<file path="config.mk">
export PLATFORM = sky130hd
export DESIGN_NAME = clause_table
export DESIGN_NICKNAME = d
export VERILOG_FILES = /design/src/rtl/clause_table.sv
export SDC_FILE = /design/constraint.sdc
export NUM_CORES = 1
export LEC_CHECK = 0
export ABC_AREA = 0
export BUFFER_PORTS_ARGS = -buffer_cell sky130_fd_sc_hd__buf_2
export CAP_MARGIN = 40
export CORE_ASPECT_RATIO = 0.7
export CORE_MARGIN = 8
export CORE_UTILIZATION = 45
export CTS_BUF_LIST = sky130_fd_sc_hd__clkbuf_4
export CTS_CLUSTER_SIZE = 8
export DETAILED_ROUTE_END_ITERATION = 10
export GPL_ROUTABILITY_DRIVEN = 0
export SYNTH_ARGS = -nofsm -noshare
export SYNTH_HDL_FRONTEND = slang
export SYNTH_SLANG_ARGS = --single-unit
</file>
<file path="constraint.sdc">
create_clock -name clock -period 3.15 [get_ports clock]
set_clock_uncertainty 0.1 [all_clocks]
set_input_delay 0.63 -clock clock [delete_from_list [all_inputs] [get_ports clock]]
set_output_delay 0.63 -clock clock [all_outputs]
set_load 0.005 [all_outputs]
</file>
<file path="src/rtl/clause_table.sv">
// Clause table: an append-only store of clause indices with bounds-checked,
// one-cycle-latency reads. Entries are filled strictly in order by push and
// can only be discarded all at once by reset.

`ifndef CLAUSE_TABLE_BITS
`define CLAUSE_TABLE_BITS 5
`endif

`ifndef MAX_CLAUSES_BITS
`define MAX_CLAUSES_BITS 8
`endif

module clause_table #(
    parameter int CLAUSE_TABLE_BITS = `CLAUSE_TABLE_BITS,
    parameter int MAX_CLAUSES_BITS  = `MAX_CLAUSES_BITS
) (
    input  logic                         clock,
    input  logic                         reset,
    input  logic                         push,
    input  logic                         read,
    input  logic [CLAUSE_TABLE_BITS-1:0] index_in,
    input  logic [MAX_CLAUSES_BITS-1:0]  clause_in,
    output logic [MAX_CLAUSES_BITS-1:0]  clause_index_out,
    output logic                         full,
    output logic                         error
);

    localparam int DEPTH = 2 ** CLAUSE_TABLE_BITS;
    localparam logic [CLAUSE_TABLE_BITS:0] DEPTH_COUNT = (CLAUSE_TABLE_BITS + 1)'(DEPTH);

    logic [MAX_CLAUSES_BITS-1:0]  entries [DEPTH];
    logic [CLAUSE_TABLE_BITS:0]   count;
    logic                         push_ok;
    logic                         read_ok;

    // Legality of both operations is judged against the count held before
    // this edge, so a same-cycle push never makes its own slot readable.
    assign push_ok = push && (count != DEPTH_COUNT);
    assign read_ok = read && ({1'b0, index_in} < count);
    assign full    = (count == DEPTH_COUNT);

    // Storage write. No reset term: a write landing while reset is held can
    // only target entry 0 with count forced to 0, so it is never observable
    // and is overwritten by the first real push.
    always_ff @(posedge clock) begin
        if (push_ok) begin
            entries[count[CLAUSE_TABLE_BITS-1:0]] <= clause_in;
        end
    end

    // Fill count, registered read data and per-cycle error flag.
    always_ff @(posedge clock or posedge reset) begin
        if (reset) begin
            count            <= '0;
            clause_index_out <= '0;
            error            <= 1'b0;
        end else begin
            if (push_ok) begin
                count <= count + 1'b1;
            end
            // Output holds on idle cycles; an out-of-range read returns zero.
            if (read) begin
                clause_index_out <= read_ok ? entries[index_in] : '0;
            end
            error <= (push && !push_ok) || (read && !read_ok);
        end
    end

endmodule

</file>
# Word-level counts from Yosys, hierarchy flattened
# Memories as Yosys holds them, arrays and structs flattened.
# Cells that the tools add are included.
dict set report totals {
  ramBits 256
  elab_cells 18
  latchBits 0
  ff_bits 15
  romBits 0
  out_inout_bits 10
  memories 1
}
# memory depth width rd rd_ports_with_merged_regs write_ports line
set mem_list {}
lappend mem_list {entries 32 8 1 0 1 31} ;# logic [MAX_CLAUSES_BITS-1:0] entries [DEPTH];
dict set report op_classes {
  addsub 1
  n_eq_ne 2
  n_bitwise 0
  multipliers 0
  n_mux 3
  order_cmp 1
  n_div 0
  reduce_logical 7
  shifts 0
}
# operator n
set ops {}
lappend ops {{8-bit two-way mux} 1}
lappend ops {{6-bit by 1-bit adder with 6-bit output, second input constant} 1}
lappend ops {{6-bit == test, second input constant} 1}
lappend ops {{5-bit by 6-bit less-than comparator with 1-bit output} 1}
lappend ops {{6-bit inequality test, second input constant} 1}
lappend ops {{1-bit logical AND} 4}
lappend ops {{1-bit zero test} 2}
lappend ops {{1-bit two-way mux} 2}
lappend ops {{1-bit logical OR} 1}

# Logic depth before layout (Yosys ltp)
# Gate-level depths: netlist of run 1.
dict set report depth {
  depth_word 5
  mapped_depth 9
  ltp_nobuf 7
}

# Worst setup path after synthesis of run 1
# No wires, ideal clock.
dict set report synth_path {
  kind {input-to-reg}
  start {in push}
  end {mem entries[11][0] (netlist name), enable pin}
  path_slack_ns 1.008
  stages 3
  arrival_ns 1.658
  setup_ns 0.383
  path_cell_list {clkbuf_1 -> nand2_1 -> nor3_1}
}
dict set report synth_via {
  elab_chain_len 3
}
# item line
set synth_rtl {}
lappend synth_rtl {{from (decl)} 19} ;# input logic push,
lappend synth_rtl {{1-bit logical AND} 38} ;# assign push_ok = push && (count != DEPTH_COUNT);
lappend synth_rtl {{1-bit two-way mux} 46} ;# if (push_ok) begin
lappend synth_rtl {{1-bit two-way mux (implied by the code)} 47} ;# entries[count[CLAUSE_TABLE_BITS-1:0]] <= clause_in;
lappend synth_rtl {{to (decl)} 31}
# Every way passes these cells.

# Worst setup path in the final report of run 1
dict set report layout_path {
  start {reg count[0]}
  end {out full}
}
dict set report layout_via {
  elab_chain_len 1
}
# item line
set layout_rtl {}
lappend layout_rtl {{from (decl)} 32} ;# logic [CLAUSE_TABLE_BITS:0] count;
lappend layout_rtl {{from (signal assigned)} 59} ;# count <= count + 1'b1;
lappend layout_rtl {{6-bit == test} 40} ;# assign full = (count == DEPTH_COUNT);
lappend layout_rtl {{to (decl)} 24} ;# output logic full,
# Every way passes these cells.

==> results.txt, run 1 <==
The buffer levels on the longest clock path is 3. The shortest period the worst path allows came out at 2.92 ns. The sum of routed wire length over all layers came out at roughly 27000 microns. The overall power consumption is 8.35 mW. The multi-input combinational cell area came out at 2620 sq um. The proportion of power drawn by the clock network came out at 0.356. Measured along the y axis, the die boundary spans around 150 microns. The analysis attributes to net switching a power of about 2.2 mW.

Measured against its own limit, the worst slew margin works out to 0.416. The net count of the finished layout is 784. The I/O pin total came out at 27. Using the TritonRoute via totals, the vias-per-cell ratio works out to 5.62. Clock-pin slew was measured on the worst setup and hold paths at ~0.070 ns. The number of diodes added for antenna fixing is 0. The areal power density over the cells is about 670 nW/um^2. The die boundary width is between 200 and 250 microns. The most frequently used cell type in the post-synthesis netlist is sky130_fd_sc_hd__edfxtp_1.

The via count of the first global-routing pass came out at roughly 6500. The global route total overflow came out at 0. The number of hold buffers added after CTS was 1. The count of max-cap constraint violations is 0. The net switching fraction of the power is 0.260. The first-pass iteration count of the detailed router is 8. The placeable core area is 24400 sq um. Buffers inserted during clock tree synthesis total 68. The worst setup path is captured at an output pin.

The maximum fanout count along the critical path came out at 5. From synthesis to final layout, the design area changed by 12.7%. Setup repair after global routing left no endpoint under its margin.

The data required time of the worst path came out at 2.42 ns. The min-delay analysis places its worst path in the category input port to flop. After synthesis, the netlist uses between 40 and 50 different library cells. The total standard cell area after synthesis came out at 11000 sq um. The routed layout has 6334 vias. The critical path startpoint category is a flop. The number of warnings issued by yosys is 0.

The number of filler cells placed in the layout is ~2100. After detailed routing, the number of remaining DRC violations is 0. The async set-or-reset flop fraction in the synthesized netlist is 0.0554. The initial cell density of the core is 0.453. After floorplanning, the core was divided into 48 placement rows. The worst setup path is of the flop to output pin kind. The wire length of the first global-routing pass is roughly 40000 microns. Entering global routing, the biggest net connects 47 pins. The final worst-path cycle share is 0.927. The share of synthesized area occupied by flip-flops and latches is 0.730. Cell internal power was estimated by the tool at around 6 mW. The share of power burned in registers is 0.526. The number of antenna violations at the first check in global routing is 0. The timing-limited maximum frequency is 342 MHz. The total of cells resized after clock tree synthesis came out at 0. Synthesis produced about 660 cells.

The number of flops mapped to enable cells by yosys came out at around 260. The per-instance average area after synthesis is roughly 17 sq um. For this run, the total global-route usage over all layers was measured as 0.181. VDD sags by at most 0.406 mV. In the post-synthesis netlist, the biggest area contributors are sky130_fd_sc_hd__edfxtp_1 70%, sky130_fd_sc_hd__mux2i_1 11%, sky130_fd_sc_hd__a22oi_1 4.0%, sky130_fd_sc_hd__dfrtp_1 3.4%, sky130_fd_sc_hd__buf_6 1.6%. The cell accounting for the most synthesized area is sky130_fd_sc_hd__edfxtp_1. The share of synthesized area in the top cell type comes to 0.696. The TritonCTS clock tree is built. The sum of net half-perimeters after detailed placement is between 15000 and 20000 microns.

The number of sinks on the clock net came out at ~270. For the pin with the worst max-slew slack, the measured transition is between 0.8 and 0.9 ns. The later pin in the worst-skew pair is clocked with a latency of roughly 0.67 ns.

The floorplan step defined a die boundary enclosing 29900 sq um. The first routing iteration left roughly 670 violations. Among all flip-flop cells after synthesis, the most frequent one is sky130_fd_sc_hd__edfxtp_1. The count of final hold-check violations is 0. For the worst setup path, the data arrival time is around 2.2 ns. The tree is rooted in a sky130_fd_sc_hd__clkbuf_4.

In the synthesized netlist, the cells that appear most often are 256 x sky130_fd_sc_hd__edfxtp_1, 124 x sky130_fd_sc_hd__mux2i_1, 59 x sky130_fd_sc_hd__a22oi_1. In this run the post-CTS setup repair buffer count came out at 0. The count of buffers inserted at the top-level ports came out at 26. The average routed wire per standard cell came out at 23.7 microns. The share of the core filled with cells came out at 0.510. The H-tree level count came out at 3. The max-slew violation count came to 0.

The combinational power share came out at 0.118. The flow ran to the end, and the final reports show no timing, DRC or antenna violations. In this run the static leakage power is 4.53 nW. Setup violations remaining at the end of the flow were counted as 0. The fraction of final layout cells with drive strength greater than 1 came out at 0.222. The number of nets in the synthesized netlist is 688. Once detail routing completed, the nets flagged for antenna violations numbered 0.

The number of synthesized register bits came out at 271. The area occupied by registers is 8060 sq um. After routing, the total negative slack on setup checks comes to 0 ns.
## cell type report
type                            count  area share
Sequential cell                   271       0.648
Inverter                           16     0.00483
Timing Repair Buffer               61      0.0353
Multi-Input combinational cell    341       0.210
Clock inverter                     11     0.00754
Tap cell                          325      0.0327
Clock buffer                      102      0.0615
## power by group through the flow
| stage | clock [mW] | combinational, mW | sequential, mW |
|---|---|---|---|
| detailed placement | 0 | 0.987 | 4.46 |
| CTS | 3.04 | 0.992 | 4.39 |
| floorplan | 0 | 0.678 | 4.36 |
| finish | 2.97 | 0.989 | 4.39 |
| global placement | 0 | 0.961 | 4.45 |
| global route | 3.23 | 1.09 | 4.41 |
## layout by cell type, fill, tap and decap left out, types with 5 or more instances in the layout
cell type / count
sky130_fd_sc_hd__clkbuf_4: 102
sky130_fd_sc_hd__buf_2: 25
sky130_fd_sc_hd__clkinv_1: 6
sky130_fd_sc_hd__nand2_1: 22
sky130_fd_sc_hd__nor3_1: 9
sky130_fd_sc_hd__a21oi_1: 30
sky130_fd_sc_hd__buf_4: 31
sky130_fd_sc_hd__inv_1: 15
sky130_fd_sc_hd__dfrtp_1: 15
sky130_fd_sc_hd__edfxtp_1: 256
sky130_fd_sc_hd__a22oi_1: 59
sky130_fd_sc_hd__nand2b_1: 5
sky130_fd_sc_hd__mux2i_1: 124
sky130_fd_sc_hd__nor4_1: 9
sky130_fd_sc_hd__nor2b_1: 5
sky130_fd_sc_hd__ha_1: 8
sky130_fd_sc_hd__nand3_1: 8
sky130_fd_sc_hd__nor2_1: 20
sky130_fd_sc_hd__o21ai_1: 7
sky130_fd_sc_hd__o21ai_0: 5
## sequential cells by signal (all words and copies together) (netlist names)
register	count
count	6
entries	256
clause_index_out	8
error	1
## routing by layer
layer,up-vias,global-route usage,share of wire
met5,-,0,0
met4,0,0.0456,0.011
met3,25,0.0473,0.084
met2,292,0.250,0.42
met1,3192,0.276,0.48
li1,2825,-,-
## worst paths after layout
path	start	depth (start not counted)	slack (ns)	to
setup / recovery	count[0]	5	0.23	full
hold / removal	push	2	0.24	error
setup reg to reg	count[0]	6	0.66	entries[1][6]
hold reg to reg	clause_index_out[3]	2	0.49	clause_index_out[3]
max in group asynchronous	reset	3	1.99	clause_index_out[2]
min in group asynchronous	reset	3	0.51	error
## worst max-delay path, cell delays in order, from the launching register on
cell and delay [ns]:
sky130_fd_sc_hd__dfrtp_1 0.42, sky130_fd_sc_hd__inv_1 0.15, sky130_fd_sc_hd__ha_1 0.23, sky130_fd_sc_hd__nand2_1 0.17
sky130_fd_sc_hd__nor4_2 0.37, sky130_fd_sc_hd__buf_2 0.21
## through the flow
| step | cells | setup slack [ns] | area [sq um] | hold WS [ns] |
|---|---|---|---|---|
| global route | 1127 | 0.0683 | 12400 | 0.219 |
| detailed placement | 1013 | 0.487 | 11600 | 0.476 |
| global placement | 1013 | 0.476 | 11600 | 0.473 |
| CTS | 1127 | 0.159 | 12400 | 0.184 |
| finish | 1127 | 0.229 | 12400 | 0.238 |
| floorplan | 663 | 1.01 | 11000 | 0.408 |
## cell families (layout without fill, tap and decap cells)
| kind of cell | after synthesis | after routing | synth area share |
|---|---|---|---|
| AOI/OAI and AO/OA | 112 | 112 | 0.0680 |
| xor gates and xnor gates | 4 | 4 | 0.00317 |
| adders and majority gates | 8 | 8 | 0.00906 |
| buffers and inverters | 51 | 190 | 0.0330 |
| DFF | 271 | 271 | 0.730 |
| muxes | 127 | 127 | 0.115 |
| and+or+nand+nor | 90 | 90 | 0.0412 |
Power figures use the tool's default switching activity.
==> run 2: changes to the inputs <==
CTS_BUF_LIST = unset   (was sky130_fd_sc_hd__clkbuf_4)
==> results.txt, run 2 (synthesis gave the netlist of run 1 again) <==
The count of max-cap constraint violations is 0 (unchanged). The area of the die is 29900 sq um (unchanged). The worst slack at placement was 0.487 ns (unchanged).

The number of antenna violations at the first check in global routing was 0 (unchanged). The buffer levels on the longest clock path came to 3 (unchanged). The end point of the critical path is full.

The pin count of the biggest net entering global routing came out at 47 (unchanged). The final critical-path setup slack is 0.357 ns (+0.128 ns). The count of buffers inserted at the top-level ports is 26 (unchanged). The maximum resistive drop on vdd came to 0.446 mV (+9.8%). TritonCTS built the clock tree. In this run the worst setup path begins at count[0]. The clock transition at the register clock pins on the worst setup and hold paths after CTS came to 0.05 ns (-0.02 ns). The share of the core filled with cells is 0.520 (+0.00980). In the layout the commonest cells are 256 x sky130_fd_sc_hd__edfxtp_1, 124 x sky130_fd_sc_hd__mux2i_1, 59 x sky130_fd_sc_hd__a22oi_1, 41 x sky130_fd_sc_hd__clkbuf_16, 31 x sky130_fd_sc_hd__buf_4. The antenna violation net count after detailed routing came out at 0 (unchanged). The worst register-to-register path begins at count[0]. The critical path startpoint category is a flop. The final-layout setup total negative slack is 0 ns (unchanged). The via count of the first global-routing pass came out at 6268 (-3.1%). The areal power density over the cells came out at 723 nW/um^2 (+7.7%).

The overall power consumption is 9.17 mW (+9.8%). The critical path is of the flop to output pin type. The data required time of the worst path was 2.42 ns (about the same). The worst-skew pair later-pin latency came out at 0.51 ns (-0.16 ns).

The vias after detailed routing came to 6174 (-2.5%). The die boundary width is 203 microns (unchanged). The I/O pin total was 27 (unchanged). The net count reported at finish is 754 (-3.8%). The final setup violation count came out at 0 (unchanged). The global route total overflow came out at 0 (unchanged). The area growth from synthesis to layout is 14.9%. The DRC violations left came out at 0 (unchanged). The max-slew violation count is 0 (unchanged). The tree is rooted in a sky130_fd_sc_hd__clkbuf_16.

The flow ran to the end, and the final reports show no timing, DRC or antenna violations. The logic depth of the worst register-to-register path came out at 6 (unchanged). The sum of net half-perimeters after detailed placement came out at 17000 microns (unchanged). The count of final hold-check violations is 0 (unchanged).

The worst-case register-to-register setup slack was 0.58 ns (-0.08 ns). Setup repair after global routing left no endpoint under its margin. The library cell used most frequently in the layout, excluding fill and tap cells, is sky130_fd_sc_hd__edfxtp_1. The average routed wire per standard cell is 25.0 microns (+5.3%). The shortest period the worst path allows came out at 2.79 ns (-0.128 ns). The maximum fanout count along the critical path is 5 (unchanged). The H-tree level count came out at 2 (-1). The starting DRC count in detailed routing came out at 619 (-7.5%). The worst register-to-register path ends at entries[0][5].

The number of rows created at floorplan is 48 (unchanged). The number of buffers added to fix hold violations after cts is 0 (-1). The number of sinks on the clock net is 271 (unchanged). The vertical extent of the die is 147 microns (unchanged).

The initial cell density of the core is 0.453 (unchanged). The total of cells resized after clock tree synthesis came out at 0 (unchanged). The placeable core area came out at 24400 sq um (unchanged). The first-pass iteration count of the detailed router is 4 (-4). The relative max-transition margin came out at 0.397 (-0.0186). The wire length of the first global-routing pass is 40000 microns (-0.34%).

The global-route usage over all layers came to 0.179 (-0.00109). The per-cell via count in the routed design came out at 5.74 (+2.1%). The min-delay analysis places its worst path in the category input port to async pin. The data arrival time at the worst-slack endpoint is 2.06 ns (-0.13 ns). The worst setup path is captured at an output pin. The number of diodes added for antenna fixing came to 0 (unchanged).

The number of buffers created by CTS is 39 (-43%). The leakage power is 4.53 nW (+0.16%). The sum of routed wire length over all layers is 26900 microns (+0.50%). The post-CTS setup buffer count is 0 (unchanged). The final worst-path cycle share came to 0.887 (-0.0407). The timing-limited maximum frequency came out at 358 MHz (+4.6%). The flip-flop count of the largest register after layout is 256 (unchanged). The pin slew with the least headroom to its limit came out at 0.901 ns (+0.0278 ns).

The fraction of final layout cells with drive strength greater than 1 came out at 0.149 (-0.0728).
[run 2: cell types whose count changed in the layout (fill, tap and decap cells not counted), sizes merged]
cell and change:
clkbuf -39, clkinv -6, inv -3, bufinv -2, dlygate4sd3 -1
[run 2: final cells by class]
| class | instances | area (sq um) |
|---|---|---|
| Inverter | 16 | 60.1 |
| Sequential cell | 271 | 8060 |
| Tap cell | 325 | 407 |
| Fill cell | 2048 | 11700 |
| Timing Repair Buffer | 60 | 429 |
| Multi-Input combinational cell | 341 | 2620 |
| Clock buffer | 63 | 1110 |
[run 2: stage by stage]
stage	hold WS [ns]	instances	instance area, sq um
after floorplan	0.408	663	11000
after global placement	0.473	1013	11600
after detailed placement	0.476	1013	11600
after CTS	0.106	1076	12700
after global routing	0.151	1076	12700
final	0.113	1076	12700
[run 2: power by group]
part / leakage (nW) / internal, mW / switching, mW
Clock: 0.531 / 2.37 / 1.41
Sequential: 2.49 / 4.23 / 0.172
Combinational: 1.52 / 0.325 / 0.669
Total: 4.53 / 6.93 / 2.25
[run 2: layer usage]
metal | vias up | routed length, microns | track usage
li1 | 2735 | - | -
met1 | 3151 | 13100 | 0.279
met2 | 260 | 11000 | 0.249
met3 | 28 | 2400 | 0.0440
met4 | 0 | 301 | 0.0362
met5 | - | 0 | 0
[run 2: critical path: stages (launching register included)]
cell	delay, ns
sky130_fd_sc_hd__dfrtp_1	0.42
sky130_fd_sc_hd__inv_1	0.15
sky130_fd_sc_hd__ha_1	0.23
sky130_fd_sc_hd__nand2_1	0.18
sky130_fd_sc_hd__nor4_2	0.38
sky130_fd_sc_hd__buf_2	0.21
[run 2: worst min path at each step]
stage / start / endpoint / slack [ns] / cells after the start
2_1_floorplan: clause_index_out[1] / clause_index_out[1] / 0.41 / 2
3_3_place_gp: clause_index_out[3] / clause_index_out[3] / 0.47 / 2
3_5_place_dp: clause_index_out[3] / clause_index_out[3] / 0.48 / 2
4_1_cts: reset / count[4] / 0.11 / 2
5_1_grt: reset / count[4] / 0.15 / 2
6_report: reset / count[4] / 0.11 / 2
==> run 3: changes to the inputs <==
CORE_ASPECT_RATIO = 1.75   (was 0.7)
==> results.txt, run 3 (synthesis gave the netlist of run 1 again) <==
The run finished with clean final reports. The shortest period the worst path allows came out at 2.87 ns (+0.0806 ns). The net count reported at finish came out at 760 (+0.80%). The final worst-path cycle share is 0.912 (+0.0256).

The H-tree level count came to 2 (unchanged). The via count of the first global-routing pass came out at 6547 (+4.5%). The placeable core area was 24300 sq um (-0.16%). The critical path startpoint category is a flop. The total of cells resized after clock tree synthesis came to 0 (unchanged). The data arrival time at the worst-slack endpoint came to 2.14 ns (+0.08 ns).

The DRC violations left came to 0 (unchanged). The vertical extent of the die came out at 223 microns (+52%). The maximum fanout count along the critical path is 5 (unchanged). The combinational power share is 0.111 (+0.003). The average routed wire per standard cell came out at 24.8 microns (-0.67%). The number of buffers created by CTS is 39 (unchanged). The share of the core filled with cells was 0.522 (+0.00147). The maximum resistive drop on vdd was 0.379 mV (-15%). The net switching fraction of the power came out at 0.244 (-0.00126). The buffer levels on the longest clock path is 3 (unchanged). The top cell types in the final layout, fill and taps aside, are 256 x sky130_fd_sc_hd__edfxtp_1, 124 x sky130_fd_sc_hd__mux2i_1, 59 x sky130_fd_sc_hd__a22oi_1, 41 x sky130_fd_sc_hd__clkbuf_16, 36 x sky130_fd_sc_hd__buf_4. The critical path is of the flop to output pin type. Setup repair after global routing left no endpoint under its margin. The total non-filler cell area in the finished layout came to 12700 sq um (+0.12%).

The starting DRC count in detailed routing came out at 438 (-29%). The final hold slack was 0.0964 ns (-0.0169 ns). STA classifies the critical path endpoint as an output pin. The proportion of power drawn by the clock network came to 0.409 (-0.003).

The number of diodes added for antenna fixing came out at 0 (unchanged). The global-route usage over all layers was 0.176 (-0.00343). The final-layout setup total negative slack is 0 ns (unchanged). The data required time of the worst path is 2.42 ns (about the same). The number of buffers added to fix hold violations after cts came to 0 (unchanged). The initial cell density of the core is 0.454 (+0.000745). The switching power of the nets came out at 2.22 mW (-0.98%). The most common cell after layout, fill and taps aside is sky130_fd_sc_hd__edfxtp_1. The leakage power is 4.56 nW (+0.53%). The overall power consumption is 9.13 mW (-0.47%). The post-CTS setup buffer count came out at 0 (unchanged). The antenna violation net count after detailed routing is 0 (unchanged). The first-pass iteration count of the detailed router came out at 4 (unchanged). The die boundary width came to 134 microns (-34%). The number of rows created at floorplan is 76 (+58%).

Clock tree synthesis selected as its root buffer the cell sky130_fd_sc_hd__clkbuf_16. In this run the worst hold path is classified as input port to async pin. The clock transition at the register clock pins on the worst setup and hold paths after CTS is 0.06 ns (about the same). The final setup violation count was 0 (unchanged). The worst-skew pair later-pin latency is 0.51 ns (about the same).

The per-cell via count in the routed design came to 5.76 (+0.43%). The relative max-transition margin is 0.427 (+0.0301). The count of final hold-check violations came out at 0 (unchanged). The vias after detailed routing came out at 6120 (-0.87%). The final critical-path setup slack came out at 0.277 ns (-0.0806 ns).

The area growth from synthesis to layout is 15.0%. The wire length of the first global-routing pass was 39100 microns (-2.2%). The area of the die is 30000 sq um (+0.39%). The fraction of final layout cells with drive strength greater than 1 came out at 0.157 (+0.00820). The pin slew with the least headroom to its limit came to 0.856 ns (-0.0450 ns). The sum of net half-perimeters after detailed placement is 17100 microns (+0.75%). TritonCTS built the clock tree. The worst slack at placement is 0.344 ns (-0.143 ns). The I/O pin total came out at 27 (unchanged). The count of placed standard cells including taps came out at 1006 (-0.69%). The flip-flop count of the largest register after layout came out at 256 (unchanged). The pin count of the biggest net entering global routing is 51 (+8.5%).

The count of max-cap constraint violations is 0 (unchanged). The max-slew violation count came out at 0 (unchanged). The areal power density over the cells is 719 nW/um^2 (-0.59%). The internal power summed over all cells came out at 6.91 mW (-0.30%). The post-route non-filler standard cell count came out at 1062 (-1.3%). The share of power burned in registers is 0.480 (about the same).

The number of sinks on the clock net came out at 271 (unchanged). The placement-stage cell area was 11600 sq um (+0.36%). The number of antenna violations at the first check in global routing was 0 (unchanged).

The global route total overflow was 0 (unchanged). The count of buffers inserted at the top-level ports is 26 (unchanged). The sum of routed wire length over all layers is 26300 microns (-2.0%).

The timing-limited maximum frequency was 348 MHz (-2.8%).
-- run 3: critical path, cell delays in order (launching register included) --
cell and delay [ns]:
sky130_fd_sc_hd__dfrtp_1 0.43, sky130_fd_sc_hd__inv_1 0.17, sky130_fd_sc_hd__ha_1 0.25, sky130_fd_sc_hd__nand2_1 0.18
sky130_fd_sc_hd__nor4_2 0.40, sky130_fd_sc_hd__buf_2 0.21
-- run 3: cell type report --
cell class | count | area [sq um]
tap | 312 | 390
sequential | 271 | 8060
inverter | 16 | 60.1
fill | 2066 | 11600
clock buffer | 56 | 1080
timing repair buffer | 66 | 487
multi-input combinational | 341 | 2620
-- run 3: power groups by stage --
| stage | clock network (mW) | logic, mW | registers (mW) |
|---|---|---|---|
| after CTS | 3.78 | 1.02 | 4.38 |
| after floorplan | 0 | 0.678 | 4.36 |
| final | 3.73 | 1.02 | 4.38 |
| after global placement | 0 | 1.00 | 4.44 |
| after detailed placement | 0 | 1.02 | 4.45 |
| after global routing | 3.91 | 1.09 | 4.40 |
-- run 3: final timing paths --
kind | from | end | slack [ns] | cells after the start
worst max-delay path | count[0] | full | 0.28 | 5
worst min-delay path | reset | clause_index_out[2] | 0.1 | 2
worst max register to register | count[0] | entries[2][3] | 0.65 | 6
worst min register to register | clause_index_out[7] | clause_index_out[7] | 0.41 | 2
max in group asynchronous | reset | clause_index_out[5] | 2.43 | 2
min in group clock | read | clause_index_out[2] | 0.35 | 2
-- run 3: metal layers --
metal | share of wire | GRT usage | up-vias
li1 | - | - | 2729
met1 | 0.35 | 0.177 | 3123
met2 | 0.56 | 0.335 | 185
met3 | 0.035 | 0.0241 | 83
met4 | 0.053 | 0.100 | 0
met5 | 0 | 0 | -
